==> config.mk <==
export PLATFORM = sky130hd
export DESIGN_NAME = vga_char_overlay
export DESIGN_NICKNAME = d
export VERILOG_FILES = /design/src/rtl/vga_pkg.sv /design/src/rtl/vga_timing_gen.sv /design/src/rtl/vga_char_overlay.sv
export SDC_FILE = /design/constraint.sdc
export NUM_CORES = 1
export LEC_CHECK = 0
export ABC_CLOCK_PERIOD_IN_PS = 5700
export CAP_MARGIN = 10
export CORE_MARGIN = 8
export CORE_UTILIZATION = 56
export CTS_CLUSTER_SIZE = 28
export DETAILED_ROUTE_END_ITERATION = 10
export GPL_TIMING_DRIVEN = 0
export PLACE_DENSITY = 0.94
export SLEW_MARGIN = 20
export SYNTH_ARGS = -nofsm -noshare
export SYNTH_HDL_FRONTEND = slang
export SYNTH_SLANG_ARGS = --single-unit
==> constraint.sdc <==
create_clock -name clk -period 5.7 [get_ports clk]
set_input_delay 1.14 -clock clk [delete_from_list [all_inputs] [get_ports clk]]
set_output_delay 1.14 -clock clk [all_outputs]
set_load 0.03 [all_outputs]
==> src/rtl/vga_pkg.sv <==
// Shared VGA types, raster-size helper and the 16-entry 12-bit colour palette.
// Imported by the timing generator and the overlay top.
package vga_pkg;

    typedef logic [9:0] coord_t;

    function automatic int raster_total(input int visible, input int front,
                                        input int sync, input int back);
        return visible + front + sync + back;
    endfunction

    localparam logic [11:0] PALETTE [16] = '{
        12'h000, 12'h00F, 12'hF00, 12'hF8C,
        12'h0FF, 12'hF80, 12'hFF0, 12'hFFF,
        12'h111, 12'h222, 12'h333, 12'h444,
        12'h555, 12'h666, 12'h777, 12'h888
    };

endpackage

==> src/rtl/vga_timing_gen.sv <==
// Raster counters plus first pipeline stage of de/hsync/vsync; frame_start is
// decoded combinationally from the counters on the last pixel of a frame.
module vga_timing_gen
    import vga_pkg::*;
#(
    parameter int H_VISIBLE = 640,
    parameter int H_FRONT   = 16,
    parameter int H_SYNC    = 96,
    parameter int H_BACK    = 48,
    parameter int V_VISIBLE = 480,
    parameter int V_FRONT   = 10,
    parameter int V_SYNC    = 2,
    parameter int V_BACK    = 33
) (
    input  logic       clk,
    input  logic       rst,
    output logic [9:0] hcnt_o,
    output logic [9:0] vcnt_o,
    output logic       de1_o,
    output logic       hs1_o,
    output logic       vs1_o,
    output logic       frame_start_o
);

    localparam int H_TOTAL = raster_total(H_VISIBLE, H_FRONT, H_SYNC, H_BACK);
    localparam int V_TOTAL = raster_total(V_VISIBLE, V_FRONT, V_SYNC, V_BACK);

    localparam coord_t H_LAST   = coord_t'(H_TOTAL - 1);
    localparam coord_t V_LAST   = coord_t'(V_TOTAL - 1);
    localparam coord_t H_VIS    = coord_t'(H_VISIBLE);
    localparam coord_t V_VIS    = coord_t'(V_VISIBLE);
    localparam coord_t HS_FIRST = coord_t'(H_VISIBLE + H_FRONT);
    localparam coord_t HS_LAST  = coord_t'(H_VISIBLE + H_FRONT + H_SYNC - 1);
    localparam coord_t VS_FIRST = coord_t'(V_VISIBLE + V_FRONT);
    localparam coord_t VS_LAST  = coord_t'(V_VISIBLE + V_FRONT + V_SYNC - 1);

    coord_t hcnt_q, hcnt_d;
    coord_t vcnt_q, vcnt_d;
    logic   de1_q, de1_d;
    logic   hs1_q, hs1_d;
    logic   vs1_q, vs1_d;
    logic   h_wrap;

    always_comb begin
        h_wrap = (hcnt_q == H_LAST);
        hcnt_d = h_wrap ? '0 : hcnt_q + 10'd1;
        vcnt_d = vcnt_q;
        if (h_wrap) begin
            vcnt_d = (vcnt_q == V_LAST) ? '0 : vcnt_q + 10'd1;
        end
        de1_d = (hcnt_q < H_VIS) && (vcnt_q < V_VIS);
        hs1_d = !((hcnt_q >= HS_FIRST) && (hcnt_q <= HS_LAST));
        vs1_d = !((vcnt_q >= VS_FIRST) && (vcnt_q <= VS_LAST));
    end

    // Syncs idle high in reset so the monitor never sees a spurious pulse.
    always_ff @(posedge clk or posedge rst) begin
        if (rst) begin
            hcnt_q <= '0;
            vcnt_q <= '0;
            de1_q  <= 1'b0;
            hs1_q  <= 1'b1;
            vs1_q  <= 1'b1;
        end else begin
            hcnt_q <= hcnt_d;
            vcnt_q <= vcnt_d;
            de1_q  <= de1_d;
            hs1_q  <= hs1_d;
            vs1_q  <= vs1_d;
        end
    end

    assign hcnt_o        = hcnt_q;
    assign vcnt_o        = vcnt_q;
    assign de1_o         = de1_q;
    assign hs1_o         = hs1_q;
    assign vs1_o         = vs1_q;
    assign frame_start_o = h_wrap && (vcnt_q == V_LAST);

endmodule

==> src/rtl/vga_char_overlay.sv <==
// 640x480@60 raster with a single-colour rectangle overlay; outputs 2 cycles after counters.
// VGA_CHAR_SHADOW_EN: latch rectangle/colour at frame_start so updates land on frame boundaries.
module vga_char_overlay
    import vga_pkg::*;
#(
    parameter int H_VISIBLE = 640,
    parameter int H_FRONT   = 16,
    parameter int H_SYNC    = 96,
    parameter int H_BACK    = 48,
    parameter int V_VISIBLE = 480,
    parameter int V_FRONT   = 10,
    parameter int V_SYNC    = 2,
    parameter int V_BACK    = 33
) (
    input  logic        clk,
    input  logic        rst,
    input  logic [9:0]  char_x_start,
    input  logic [9:0]  char_x_end,
    input  logic [9:0]  char_y_start,
    input  logic [9:0]  char_y_end,
    input  logic [3:0]  char_color,
    input  logic [3:0]  bg_color,
    output logic        vga_hsync,
    output logic        vga_vsync,
    output logic [11:0] vga_rgb,
    output logic        vga_de,
    output logic        frame_start
);

    coord_t     hcnt, vcnt;
    logic       de1, hs1, vs1, fs;
    coord_t     xs_a, xe_a, ys_a, ye_a;
    logic [3:0] col_a;

    vga_timing_gen #(
        .H_VISIBLE(H_VISIBLE), .H_FRONT(H_FRONT), .H_SYNC(H_SYNC), .H_BACK(H_BACK),
        .V_VISIBLE(V_VISIBLE), .V_FRONT(V_FRONT), .V_SYNC(V_SYNC), .V_BACK(V_BACK)
    ) u_timing (
        .clk           (clk),
        .rst           (rst),
        .hcnt_o        (hcnt),
        .vcnt_o        (vcnt),
        .de1_o         (de1),
        .hs1_o         (hs1),
        .vs1_o         (vs1),
        .frame_start_o (fs)
    );

`ifdef VGA_CHAR_SHADOW_EN
    coord_t     xs_q, xe_q, ys_q, ye_q;
    logic [3:0] col_q;

    // Captured on the last pixel so the new values start exactly at pixel (0,0).
    always_ff @(posedge clk or posedge rst) begin
        if (rst) begin
            xs_q  <= '0;
            xe_q  <= '0;
            ys_q  <= '0;
            ye_q  <= '0;
            col_q <= '0;
        end else if (fs) begin
            xs_q  <= char_x_start;
            xe_q  <= char_x_end;
            ys_q  <= char_y_start;
            ye_q  <= char_y_end;
            col_q <= char_color;
        end
    end

    assign xs_a  = xs_q;
    assign xe_a  = xe_q;
    assign ys_a  = ys_q;
    assign ye_a  = ye_q;
    assign col_a = col_q;
`else
    assign xs_a  = char_x_start;
    assign xe_a  = char_x_end;
    assign ys_a  = char_y_start;
    assign ye_a  = char_y_end;
    assign col_a = char_color;
`endif

    logic        hit1_q, hit1_d;
    logic [3:0]  col1_q;
    logic [11:0] rgb2_q, rgb2_d;
    logic        de2_q, hs2_q, vs2_q;

    // Inverted bounds (start > end) can never satisfy both compares.
    always_comb begin
        hit1_d = (hcnt >= xs_a) && (hcnt <= xe_a) && (vcnt >= ys_a) && (vcnt <= ye_a);
        rgb2_d = 12'h000;
        if (de1) begin
            if (hit1_q && (col1_q != 4'd0)) begin
                rgb2_d = PALETTE[col1_q];
            end else begin
                rgb2_d = PALETTE[bg_color];
            end
        end
    end

    always_ff @(posedge clk or posedge rst) begin
        if (rst) begin
            hit1_q <= 1'b0;
            col1_q <= '0;
            rgb2_q <= '0;
            de2_q  <= 1'b0;
            hs2_q  <= 1'b1;
            vs2_q  <= 1'b1;
        end else begin
            hit1_q <= hit1_d;
            col1_q <= col_a;
            rgb2_q <= rgb2_d;
            de2_q  <= de1;
            hs2_q  <= hs1;
            vs2_q  <= vs1;
        end
    end

    assign vga_rgb     = rgb2_q;
    assign vga_de      = de2_q;
    assign vga_hsync   = hs2_q;
    assign vga_vsync   = vs2_q;
    assign frame_start = fs;

endmodule

==> key figures <==
Yosys
  • Dominant synthesized flop cell: dfrtp_1
  • Register area share after synthesis: 0.347
  • Synth area leader: dfrtp_1
  • Synth top area cells: dfrtp_1, ha_1, inv_1, dfstp_2, a21oi_1
  • Ys Warns: 0
  • Mapped Area: around 3100 sq um
  • #FFs+latches synth: 43
  • Cell variety after synth: 45
  • Post-synth ARST share: 1.00
  • EDFF count, synth: 0
  • Syn avg cell area: slightly above 9 sq um
  • Synthesized net count: 440
  • Share of the synthesized area in the top cell type: 0.314
  • Mapped Cells: between 300 and 400

Floorplanning
  • Die area: 8200 sq um
  • Initial Utilization: 0.572
  • IO Pins: 66
  • Core area: around 5400 sq um
  • Die span in y: between 90 and 100 microns
  • FP Rows: 27
  • Die Width: ~91 microns

Setup path
  • Critical path arrival: roughly 2.7 ns
  • Crit. End Element: primary output
  • Worst Path Max Fanout: 9
  • CP Launch Type: register
  • Required @ worst endpoint: between 4 and 5 ns
  • Crit path from: u_timing.hcnt_o[7]$_DFF_PP0_
  • Setup CP Type: reg -> out
  • Worst R2R Start: u_timing.vcnt_o[3]$_DFFE_PP0N_

Global route
  • Largest net degree at the start of global routing: 35
  • All-Layer GR Usage: 0.176
  • Total grt overflow: 0
  • Initial antenna violation count: 0
  • First-pass GRT wire length: 12.2 mm
  • Vias in the first global route: 2,746

Min path
  • Hold Startpoint: u_timing.hs1_o$_DFF_PP1_
  • HP Class: reg -> reg

CTS
  • Clock sinks: 43
  • # Post-CTS Setup Buffers: 0
  • CTS buffer count: 5
  • Longest Clk Path Bufs: 2
  • Clk slew on worst S/H paths: ~0.08 ns
  • H-tree depth: 2
  • Clock Latency Late Sink: around 0.30 ns
  • Hold buffers post-CTS: 0
  • CTS tree: built
  • Post-CTS sizing: 0
  • CTS root buffer: clkbuf_8

Power
  • Pwr dens: 175 nW/um^2
  • Total power: 0.000696 W
  • Peak supply drop: about 0.00012 V
  • Leak: roughly 2.0 nW

Placement
  • Setup WS pre-CTS: 2.15 ns
  • DP Wirelength: 5.69 mm
  • Port bufs: 64
  • Gpl congestion: ~0.88

Final layout
  • Layout cell share with drive strength beyond 1: 0.0488
  • Antenna diodes: 0
  • Area Growth Syn to Fin: 27.9%
  • Filler cells: 378
  • Final #Nets: 512

Timing
  • Count of final hold-check violations: 0
  • RSZ-0062 raised after global routing: no
  • Final cycle utilization of the critical path: 0.680
  • Final Skew: 0.00721 ns
  • Pin slew with the least headroom to its limit: 0.549 ns
  • Max Freq: around 260 MHz
  • Max Slew Vio Count: 0
  • Final Setup Violations: 0
  • Slew HR: 0.632
  • Min Tclk post-route: between 3 and 4 ns
  • TNS Setup: 0 ns
  • Final worst slack: 1.82 ns

Routing
  • Drt pass-1 iters: 4
  • DR iter-0 viols: about 140
  • WL final: 7.14 mm
  • Avg WL per Cell: approximately 15 microns
  • DRC viols: 0
  • Vias: 2,643
  • Vias/cell: 5.48
  • DRT antenna net count: 0

Outcome
  • Status: finished clean

Run
  • Max Cap Viol: 0
kinds of logic (layout without fill, tap and decap cells):
family | Yosys count | after routing | share of synthesized area
compound gates | 76 | 76 | 0.158
xor+xnor | 13 | 13 | 0.0366
fa+ha+maj | 54 | 54 | 0.216
buf+inv | 58 | 131 | 0.0700
flops | 43 | 43 | 0.347
mux | 1 | 1 | 0.00322
simple gates | 92 | 92 | 0.169
cell usage after synthesis, types with 5 or more instances:
master / instances
a21oi_1: 17
nand2b_1: 5
nand4_1: 7
clkbuf_1: 5
inv_1: 53
ha_1: 53
dfrtp_1: 39
nor3_1: 5
o21ai_0: 16
nor2_1: 22
a21o_1: 10
xor2_1: 7
nand2_1: 14
nand3_1: 10
o22ai_1: 11
xnor2_1: 6
and2_1: 13
stage by stage:
stage          utilization  hold WS [ns]  instances  instance area [sq um]
3_5_place_dp         0.710         0.347        474                   3860
6_report             0.732         0.358        482                   3980
5_1_grt              0.732         0.360        482                   3980
4_1_cts              0.732         0.358        482                   3980
2_1_floorplan            -         0.345        337                   3110
3_3_place_gp         0.706         0.346        473                   3840
critical path, cell delays in order, from the launching register on:
cell             delay (ns)
dfrtp_1                0.48
or4b_4                 0.59
nor3_2                 0.44
and2_1                 0.24
clkdlybuf4s50_1        0.68
worst paths after layout:
| check | endpoint | slack [ns] | cells past startpoint |
|---|---|---|---|
| hold reg to reg | vga_hsync$_DFF_PP1_ | 0.36 | 0 |
| hold / removal | vga_hsync$_DFF_PP1_ | 0.36 | 0 |
| max in group asynchronous | u_timing.vs1_o$_DFF_PP1_ | 4.10 | 3 |
| setup / recovery | frame_start | 1.82 | 4 |
| setup reg to reg | hit1_q$_DFF_PP0_ | 3.54 | 6 |
| min in group asynchronous | u_timing.hcnt_o[9]$_DFF_PP0_ | 1.09 | 2 |
sequential cells by signal, summed over array words and instances, names as in the netlist:
register and flops:
u_timing.hs1_o 1, u_timing.hcnt_o 10, vga_de 1, col1_q 4
u_timing.de1_o 1, u_timing.vs1_o 1, vga_vsync 1, vga_hsync 1
hit1_q 1, vga_rgb 12, u_timing.vcnt_o 10
cells in the final DEF (no fill, tap or decap), types with 2 or more instances in the layout:
| master | Yosys | final |
|---|---|---|
| clkdlybuf4s50_1 | 0 | 64 |
| ha_1 | 53 | 53 |
| inv_1 | 53 | 52 |
| dfrtp_1 | 39 | 39 |
| nor2_1 | 22 | 22 |
| a21oi_1 | 17 | 17 |
| o21ai_0 | 16 | 16 |
| nand2_1 | 14 | 14 |
| and2_1 | 13 | 13 |
| o22ai_1 | 11 | 11 |
| nand3_1 | 10 | 10 |
| a21o_1 | 10 | 10 |
| xor2_1 | 7 | 7 |
| nand4_1 | 7 | 7 |
| xnor2_1 | 6 | 6 |
| clkbuf_8 | 0 | 6 |
| nor3_1 | 5 | 5 |
| clkbuf_1 | 5 | 5 |
| nand2b_1 | 5 | 5 |
| a211oi_1 | 4 | 4 |
| and4_1 | 4 | 4 |
| dfstp_2 | 4 | 4 |
| o21a_1 | 3 | 3 |
| o31ai_1 | 3 | 3 |
| nor2b_1 | 3 | 3 |
| a221oi_1 | 2 | 2 |
per-layer routing:
layer	track usage	wire length (microns)	vias to the layer above
met5	0	0	-
met4	0.0638	128	0
met3	0.0449	443	11
met2	0.303	3410	79
met1	0.205	3160	1240
li1	-	-	1313
report_power, final:
group / internal [W] / switching [W]
Combinational: 0.0000692 / 0.0000650
Clock: 0.000142 / 0.000102
Sequential: 0.000314 / 0.00000343
Total: 0.000525 / 0.000171
final cells by class:
cell class	count	area [sq um]	area share
multi-input combinational	236	1810	0.456
sequential	43	1080	0.272
timing repair buffer	65	661	0.166
inverter	53	199	0.0500
tap	72	90.1	0.0226
clock buffer	6	82.6	0.0207
clock inverter	2	35.0	0.00880
buffer	5	18.8	0.00472
No activity file was read; power rests on OpenSTA's default activity.
